$ cat config.mk
export PLATFORM = sky130hd
export DESIGN_NAME = spi_slave_responder
export DESIGN_NICKNAME = d
export VERILOG_FILES = /design/src/rtl/spi_slave_responder.sv
export SDC_FILE = /design/constraint.sdc
export NUM_CORES = 1
export LEC_CHECK = 0
export BUFFER_PORTS_ARGS = -buffer_cell sky130_fd_sc_hd__buf_2
export CAP_MARGIN = 20
export CORE_MARGIN = 1
export CORE_UTILIZATION = 41
export CTS_CLUSTER_DIAMETER = 80
export DETAILED_ROUTE_END_ITERATION = 12
export PLACE_DENSITY = 0.59
export SYNTH_ARGS = -nofsm -noshare
export SYNTH_HDL_FRONTEND = slang
export SYNTH_SLANG_ARGS = --single-unit
$ cat constraint.sdc
create_clock -name clk -period 2.2 [get_ports clk]
set_input_delay 0.11 -clock clk [delete_from_list [all_inputs] [get_ports clk]]
set_output_delay 0.11 -clock clk [all_outputs]
set_load 0.005 [all_outputs]
$ cat src/rtl/spi_slave_responder.sv
// -----------------------------------------------------------------------------
// spi_slave_responder
//
// SPI responder clocked entirely on clk. The SPI pins are oversampled through
// two-flop synchronizers and edges are found by comparing against a third
// register. Supports all four CPOL/CPHA modes. Words are received MSB first
// from mosi and a preloaded word is shifted out MSB first on miso.
//
// Ports
//   clk          system clock, rising edge
//   rst_n        asynchronous active-low reset
//   cpol_i       sclk idle level, latched while IDLE
//   cpha_i       0: sample on leading edge, 1: sample on trailing edge
//   sclk_i       SPI clock from master (asynchronous)
//   cs_i         active-low chip select (asynchronous)
//   mosi_i       master-out data (asynchronous)
//   miso_o       slave-out data, 0 while not selected
//   tx_data_i    next word to transmit
//   tx_load_i    write strobe, accepted while tx_ready_o = 1
//   tx_ready_o   holding register empty
//   rx_data_o    last complete received word
//   rx_valid_o   one-cycle pulse when rx_data_o updates
//   frame_err_o  one-cycle pulse when cs rises in the middle of a word
//
// state  | meaning
// IDLE   | not selected, cpol/cpha follow the inputs, sclk edges ignored
// ACTIVE | selected, shifting words in and out
// -----------------------------------------------------------------------------
module spi_slave_responder #(
    parameter int DATA_W = 8
) (
    input  logic              clk,
    input  logic              rst_n,
    input  logic              cpol_i,
    input  logic              cpha_i,
    input  logic              sclk_i,
    input  logic              cs_i,
    input  logic              mosi_i,
    output logic              miso_o,
    input  logic [DATA_W-1:0] tx_data_i,
    input  logic              tx_load_i,
    output logic              tx_ready_o,
    output logic [DATA_W-1:0] rx_data_o,
    output logic              rx_valid_o,
    output logic              frame_err_o
);

    localparam int CNT_W = (DATA_W > 1) ? $clog2(DATA_W) : 1;
    localparam logic [CNT_W-1:0] CNT_LAST = CNT_W'(DATA_W - 1);

    typedef enum logic {
        ST_IDLE   = 1'b0,
        ST_ACTIVE = 1'b1
    } state_t;

    // synchronizers and edge-detect history
    logic sclk_m_q, sclk_s_q, sclk_p_q;
    logic cs_m_q, cs_s_q, cs_p_q;
    logic mosi_m_q, mosi_s_q;

    state_t            state_q, state_d;
    logic              cpol_q, cpol_d;
    logic              cpha_q, cpha_d;
    logic [CNT_W-1:0]  cnt_q, cnt_d;
    logic [DATA_W-1:0] rx_sh_q, rx_sh_d;
    logic [DATA_W-1:0] tx_sh_q, tx_sh_d;
    logic [DATA_W-1:0] hold_q, hold_d;
    logic              tx_ready_q, tx_ready_d;
    logic              miso_q, miso_d;
    logic              pend_q, pend_d;
    logic [DATA_W-1:0] rx_data_q, rx_data_d;
    logic              rx_valid_q, rx_valid_d;
    logic              frame_err_q, frame_err_d;

    logic              sclk_chg, lead_edge, trail_edge;
    logic              sample_edge, shift_edge;
    logic              cs_fall, cs_rise;
    logic              reload;
    logic [DATA_W-1:0] reload_word;

    always_ff @(posedge clk or negedge rst_n) begin
        if (!rst_n) begin
            sclk_m_q <= 1'b0;
            sclk_s_q <= 1'b0;
            sclk_p_q <= 1'b0;
            cs_m_q   <= 1'b1;
            cs_s_q   <= 1'b1;
            cs_p_q   <= 1'b1;
            mosi_m_q <= 1'b0;
            mosi_s_q <= 1'b0;
        end else begin
            sclk_m_q <= sclk_i;
            sclk_s_q <= sclk_m_q;
            sclk_p_q <= sclk_s_q;
            cs_m_q   <= cs_i;
            cs_s_q   <= cs_m_q;
            cs_p_q   <= cs_s_q;
            mosi_m_q <= mosi_i;
            mosi_s_q <= mosi_m_q;
        end
    end

    assign sclk_chg    = sclk_s_q ^ sclk_p_q;
    assign lead_edge   = sclk_chg & (sclk_p_q == cpol_q);
    assign trail_edge  = sclk_chg & (sclk_p_q != cpol_q);
    assign sample_edge = cpha_q ? trail_edge : lead_edge;
    assign shift_edge  = cpha_q ? lead_edge  : trail_edge;
    assign cs_fall     = cs_p_q & ~cs_s_q;
    assign cs_rise     = ~cs_p_q & cs_s_q;

    // an empty holding register transmits zeros
    assign reload_word = tx_ready_q ? '0 : hold_q;

    // state register
    always_ff @(posedge clk or negedge rst_n) begin
        if (!rst_n) begin
            state_q     <= ST_IDLE;
            cpol_q      <= 1'b0;
            cpha_q      <= 1'b0;
            cnt_q       <= '0;
            rx_sh_q     <= '0;
            tx_sh_q     <= '0;
            hold_q      <= '0;
            tx_ready_q  <= 1'b1;
            miso_q      <= 1'b0;
            pend_q      <= 1'b0;
            rx_data_q   <= '0;
            rx_valid_q  <= 1'b0;
            frame_err_q <= 1'b0;
        end else begin
            state_q     <= state_d;
            cpol_q      <= cpol_d;
            cpha_q      <= cpha_d;
            cnt_q       <= cnt_d;
            rx_sh_q     <= rx_sh_d;
            tx_sh_q     <= tx_sh_d;
            hold_q      <= hold_d;
            tx_ready_q  <= tx_ready_d;
            miso_q      <= miso_d;
            pend_q      <= pend_d;
            rx_data_q   <= rx_data_d;
            rx_valid_q  <= rx_valid_d;
            frame_err_q <= frame_err_d;
        end
    end

    // next-state logic
    always_comb begin
        state_d     = state_q;
        cpol_d      = cpol_q;
        cpha_d      = cpha_q;
        cnt_d       = cnt_q;
        rx_sh_d     = rx_sh_q;
        tx_sh_d     = tx_sh_q;
        hold_d      = hold_q;
        tx_ready_d  = tx_ready_q;
        miso_d      = miso_q;
        pend_d      = pend_q;
        rx_data_d   = rx_data_q;
        rx_valid_d  = 1'b0;
        frame_err_d = 1'b0;
        reload      = 1'b0;

        case (state_q)
            ST_IDLE: begin
                cpol_d = cpol_i;
                cpha_d = cpha_i;
                if (cs_fall) begin
                    state_d = ST_ACTIVE;
                    cnt_d   = '0;
                    rx_sh_d = '0;
                    tx_sh_d = reload_word;
                    reload  = 1'b1;
                    // cpha=0 presents the MSB now; cpha=1 waits for the
                    // first leading edge
                    pend_d  = cpha_i;
                    miso_d  = cpha_i ? 1'b0 : reload_word[DATA_W-1];
                end
            end
            ST_ACTIVE: begin
                if (cs_rise) begin
                    state_d     = ST_IDLE;
                    miso_d      = 1'b0;
                    pend_d      = 1'b0;
                    cnt_d       = '0;
                    frame_err_d = (cnt_q != '0);
                end else if (sample_edge) begin
                    rx_sh_d = {rx_sh_q[DATA_W-2:0], mosi_s_q};
                    if (cnt_q == CNT_LAST) begin
                        cnt_d      = '0;
                        rx_data_d  = {rx_sh_q[DATA_W-2:0], mosi_s_q};
                        rx_valid_d = 1'b1;
                        tx_sh_d    = reload_word;
                        reload     = 1'b1;
                        // next shift edge presents the new MSB instead of
                        // shifting
                        pend_d     = 1'b1;
                    end else begin
                        cnt_d = cnt_q + 1'b1;
                    end
                end else if (shift_edge) begin
                    if (pend_q) begin
                        miso_d = tx_sh_q[DATA_W-1];
                        pend_d = 1'b0;
                    end else begin
                        tx_sh_d = tx_sh_q << 1;
                        miso_d  = tx_sh_q[DATA_W-2];
                    end
                end
            end
            default: state_d = ST_IDLE;
        endcase

        // a reload empties the holding register; a same-cycle load refills it
        if (reload) begin
            tx_ready_d = 1'b1;
        end
        if (tx_load_i && tx_ready_q) begin
            hold_d     = tx_data_i;
            tx_ready_d = 1'b0;
        end
    end

    // outputs
    always_comb begin
        miso_o      = (state_q == ST_ACTIVE) ? miso_q : 1'b0;
        tx_ready_o  = tx_ready_q;
        rx_data_o   = rx_data_q;
        rx_valid_o  = rx_valid_q;
        frame_err_o = frame_err_q;
    end

endmodule

==> results.toml <==
[power]
peakVddDrop_v = 0.000540
cellLeakagePower_nw = 1.25
power_density_mw_per_mm2 = 952
power_mw = 2.63

[synth]
ys_seq_area_share_pct = 52.5
ys_warn_count = 0
syn-cell-area_sq_mm = 0.00239
netlist_instances = 196
synthArstFlopShare_pct = 100
synth_top_area_cell = "dfrtp_1"
ys_seq_elements = 50
synth_cell_types = 48
synthFlopType = "dfrtp_1"
synth_edf_count = 0
synth_top_area_share_pct = 48.1
syn_avg_cell_area_sq_um = 12.2
synth_area_leaders = "dfrtp_1, mux2_2, dfstp_2"
synth_fp_nets = 215

[setup_path]
critPathLaunchType = "flip-flop"
endpoint = "tx_sh_q[0]"
cp.required_ns = 2.39
crit_type = "flip-flop to flip-flop"
cp-startpoint = "cnt_q[0]"
crit_path_end_kind = "flip-flop"
r2r_slack_ns = 0.23
r2r_cells = 7
crit_arrival_ns = 2.15
rr_startpoint = "cnt_q[0]"
r2r-end = "tx_sh_q[0]"
crit_fanout = 8

[floorplan]
fp.dieH_um = 78.4
fp-row-count = 27
die_area_sq_mm = 0.00615
coreArea_sq_mm = 0.00557
die_w_um = 78.4
io_pins = 28
initial_utilization_pct = 42.9

[global_routing]
grt_pass1_wl_um = 7910
grt_pass1_vias = 1607
antenna_found_initial = 0
track_usage_pct = 16.6
grt_max_degree = 27
grt_overflow_total = 0

[route]
remaining_drc_errors = 0
num_vias = 1637
wire_per_inst_um = 15.0
vias_per_cell = 5.38
drt_iter0_drc = 104
antenna_left = 0
firstDrtPassIters = 4
drt_wl_total_um = 4560

[sta]
tns_ns = 0
setup_ws_ns = 0.235
tightest_slew_ns = 0.646
skew_ns = 0.00844
setup_viol = 0
slew_viol_final = 0
rsz0062_at_grt = "false"
fin_crit_ns = 1.97
period_share_pct = 89.3
timing.fmax_mhz = 509
max_slew_margin_pct = 56.8
hold_viol_final = 0

[placement]
place_ws_ns = 0.252
gp_congestion = 0.765
place_area_sq_mm = 0.00261
dp_hpwl_um = 3130
io_buffers = 27
dp_cells = 292

[finish]
nNetsFinal = 250
final_area_sq_mm = 0.00277
drive_gt1_share_pct = 31.9
final_cells = 304
area_growth_pct = 15.5
fill_cells = 509
antenna_cells = 0

[cts]
cts_tree = "built"
clock_latency_ns = 0.30
cts_buffer_depth = 2
numCtsBuffers = 5
clockRootBuffer = "clkbuf_8"
path_clk_slew_ns = 0.09
cts.sinks = 50
h-tree-depth = 2
cts-resized-gates = 0

[worst_hold_path]
hp-start = "tx_data_i[1]"
min_path_type = "input port to flip-flop"

[job]
max_cap_viol_count = 0

[run_status]
outcome = "finished, final reports clean"
==> timing repair <==
action,in CTS,in global routing
hold buffers,4,0
buffers inserted,0,0
hold endpoints to repair,24,0
==> logic make-up after synthesis <==
logic type,after synthesis,synth area share (%)
xor+xnor,2,1.78
fa+ha+maj,3,1.57
buf+inv,21,4.65
compound gates,48,14.9
mux,27,12.8
flops,50,52.5
simple gates,45,11.9
==> cell usage in the layout, fill, tap and decap left out, drive strengths merged, types with 2 or more instances in the layout <==
| cell type | count |
|---|---|
| nand4 | 7 |
| nand3 | 3 |
| mux2 | 22 |
| o211ai | 3 |
| and3 | 2 |
| a32o | 6 |
| buf | 34 |
| dfrtp | 46 |
| a21oi | 9 |
| a21boi | 2 |
| o32a | 6 |
| clkbuf | 6 |
| a211oi | 2 |
| nor3b | 2 |
| inv | 10 |
| nand2 | 4 |
| dfstp | 4 |
| nor2 | 2 |
| o21ai | 10 |
| nor2b | 3 |
| mux2i | 5 |
| clkinv | 2 |
| nor3 | 2 |
| nand3b | 5 |
| nand2b | 10 |
| ha | 3 |
| dlygate4sd3 | 4 |
| o31a | 2 |
==> per-stage QoR <==
step,utilization (%),hold WS (ns)
after floorplan,-,-0.186
after global placement,46.9,0.152
after detailed placement,46.9,0.160
after CTS,49.6,0.0231
after global routing,49.6,0.0147
final,49.6,0.0285
==> how the worst min path moves through the flow <==
stage	to	slack [ns]	depth (start not counted)
finish	hold_q[1]	0.03	2
global route	hold_q[1]	0.01	2
CTS	hold_q[1]	0.02	2
detailed placement	cpol_q	0.16	1
global placement	tx_sh_q[7]	0.15	1
floorplan	cnt_q[0]	-0.19	0
==> routing by layer <==
layer / wire length [um] / vias up / global-route usage, %
li1: - / 797 / -
met1: 2280 / 798 / 24.4
met2: 2040 / 37 / 24.5
met3: 193 / 5 / 3.60
met4: 42 / 0 / 5.00
met5: 0 / - / 0
==> final cells by class <==
cell class / count / area [sq um] / share of cell area, %
multi-input cells: 125 / 1030 / 37.1
inverters: 11 / 41.3 / 1.49
well taps: 72 / 90.1 / 3.26
clock buffers: 6 / 72.6 / 2.62
clock inverters: 2 / 38.8 / 1.40
repair buffers: 38 / 240 / 8.69
flip-flops and latches: 50 / 1260 / 45.4
==> state kept, by name (all words and copies together) (netlist names), 3 cells and up <==
name	count
rx_sh_q	7
hold_q	8
tx_sh_q	8
rx_data_o	8
cnt_q	3
==> synth_stat cells, types with 3 or more instances <==
library cell / count
inv_1: 10
dfrtp_1: 46
nand2b_1: 10
mux2i_1: 5
o32a_1: 6
ha_1: 3
a21oi_1: 9
nand3b_1: 5
dfstp_2: 4
buf_6: 4
nand3_1: 3
mux2_2: 20
o21ai_0: 10
a32o_1: 6
nor2b_1: 3
nand4_1: 7
clkbuf_1: 4
o211ai_1: 3
==> worst max-delay path, stage by stage, from the launching register on <==
cell	delay (ns)
dfrtp_1	0.40
ha_1	0.21
ha_1	0.23
nand3b_1	0.10
mux2i_1	0.08
buf_4	0.16
o31a_4	0.37
mux2_4	0.30
==> power by group <==
group	switching [mW]	total [mW]	internal, mW	leakage, nW
sequential	0.147	1.28	1.13	0.625
clock	0.301	0.643	0.342	0.0554
combinational	0.315	0.712	0.398	0.566
total	0.763	2.63	1.87	1.25
Power figures use the tool's default switching activity.
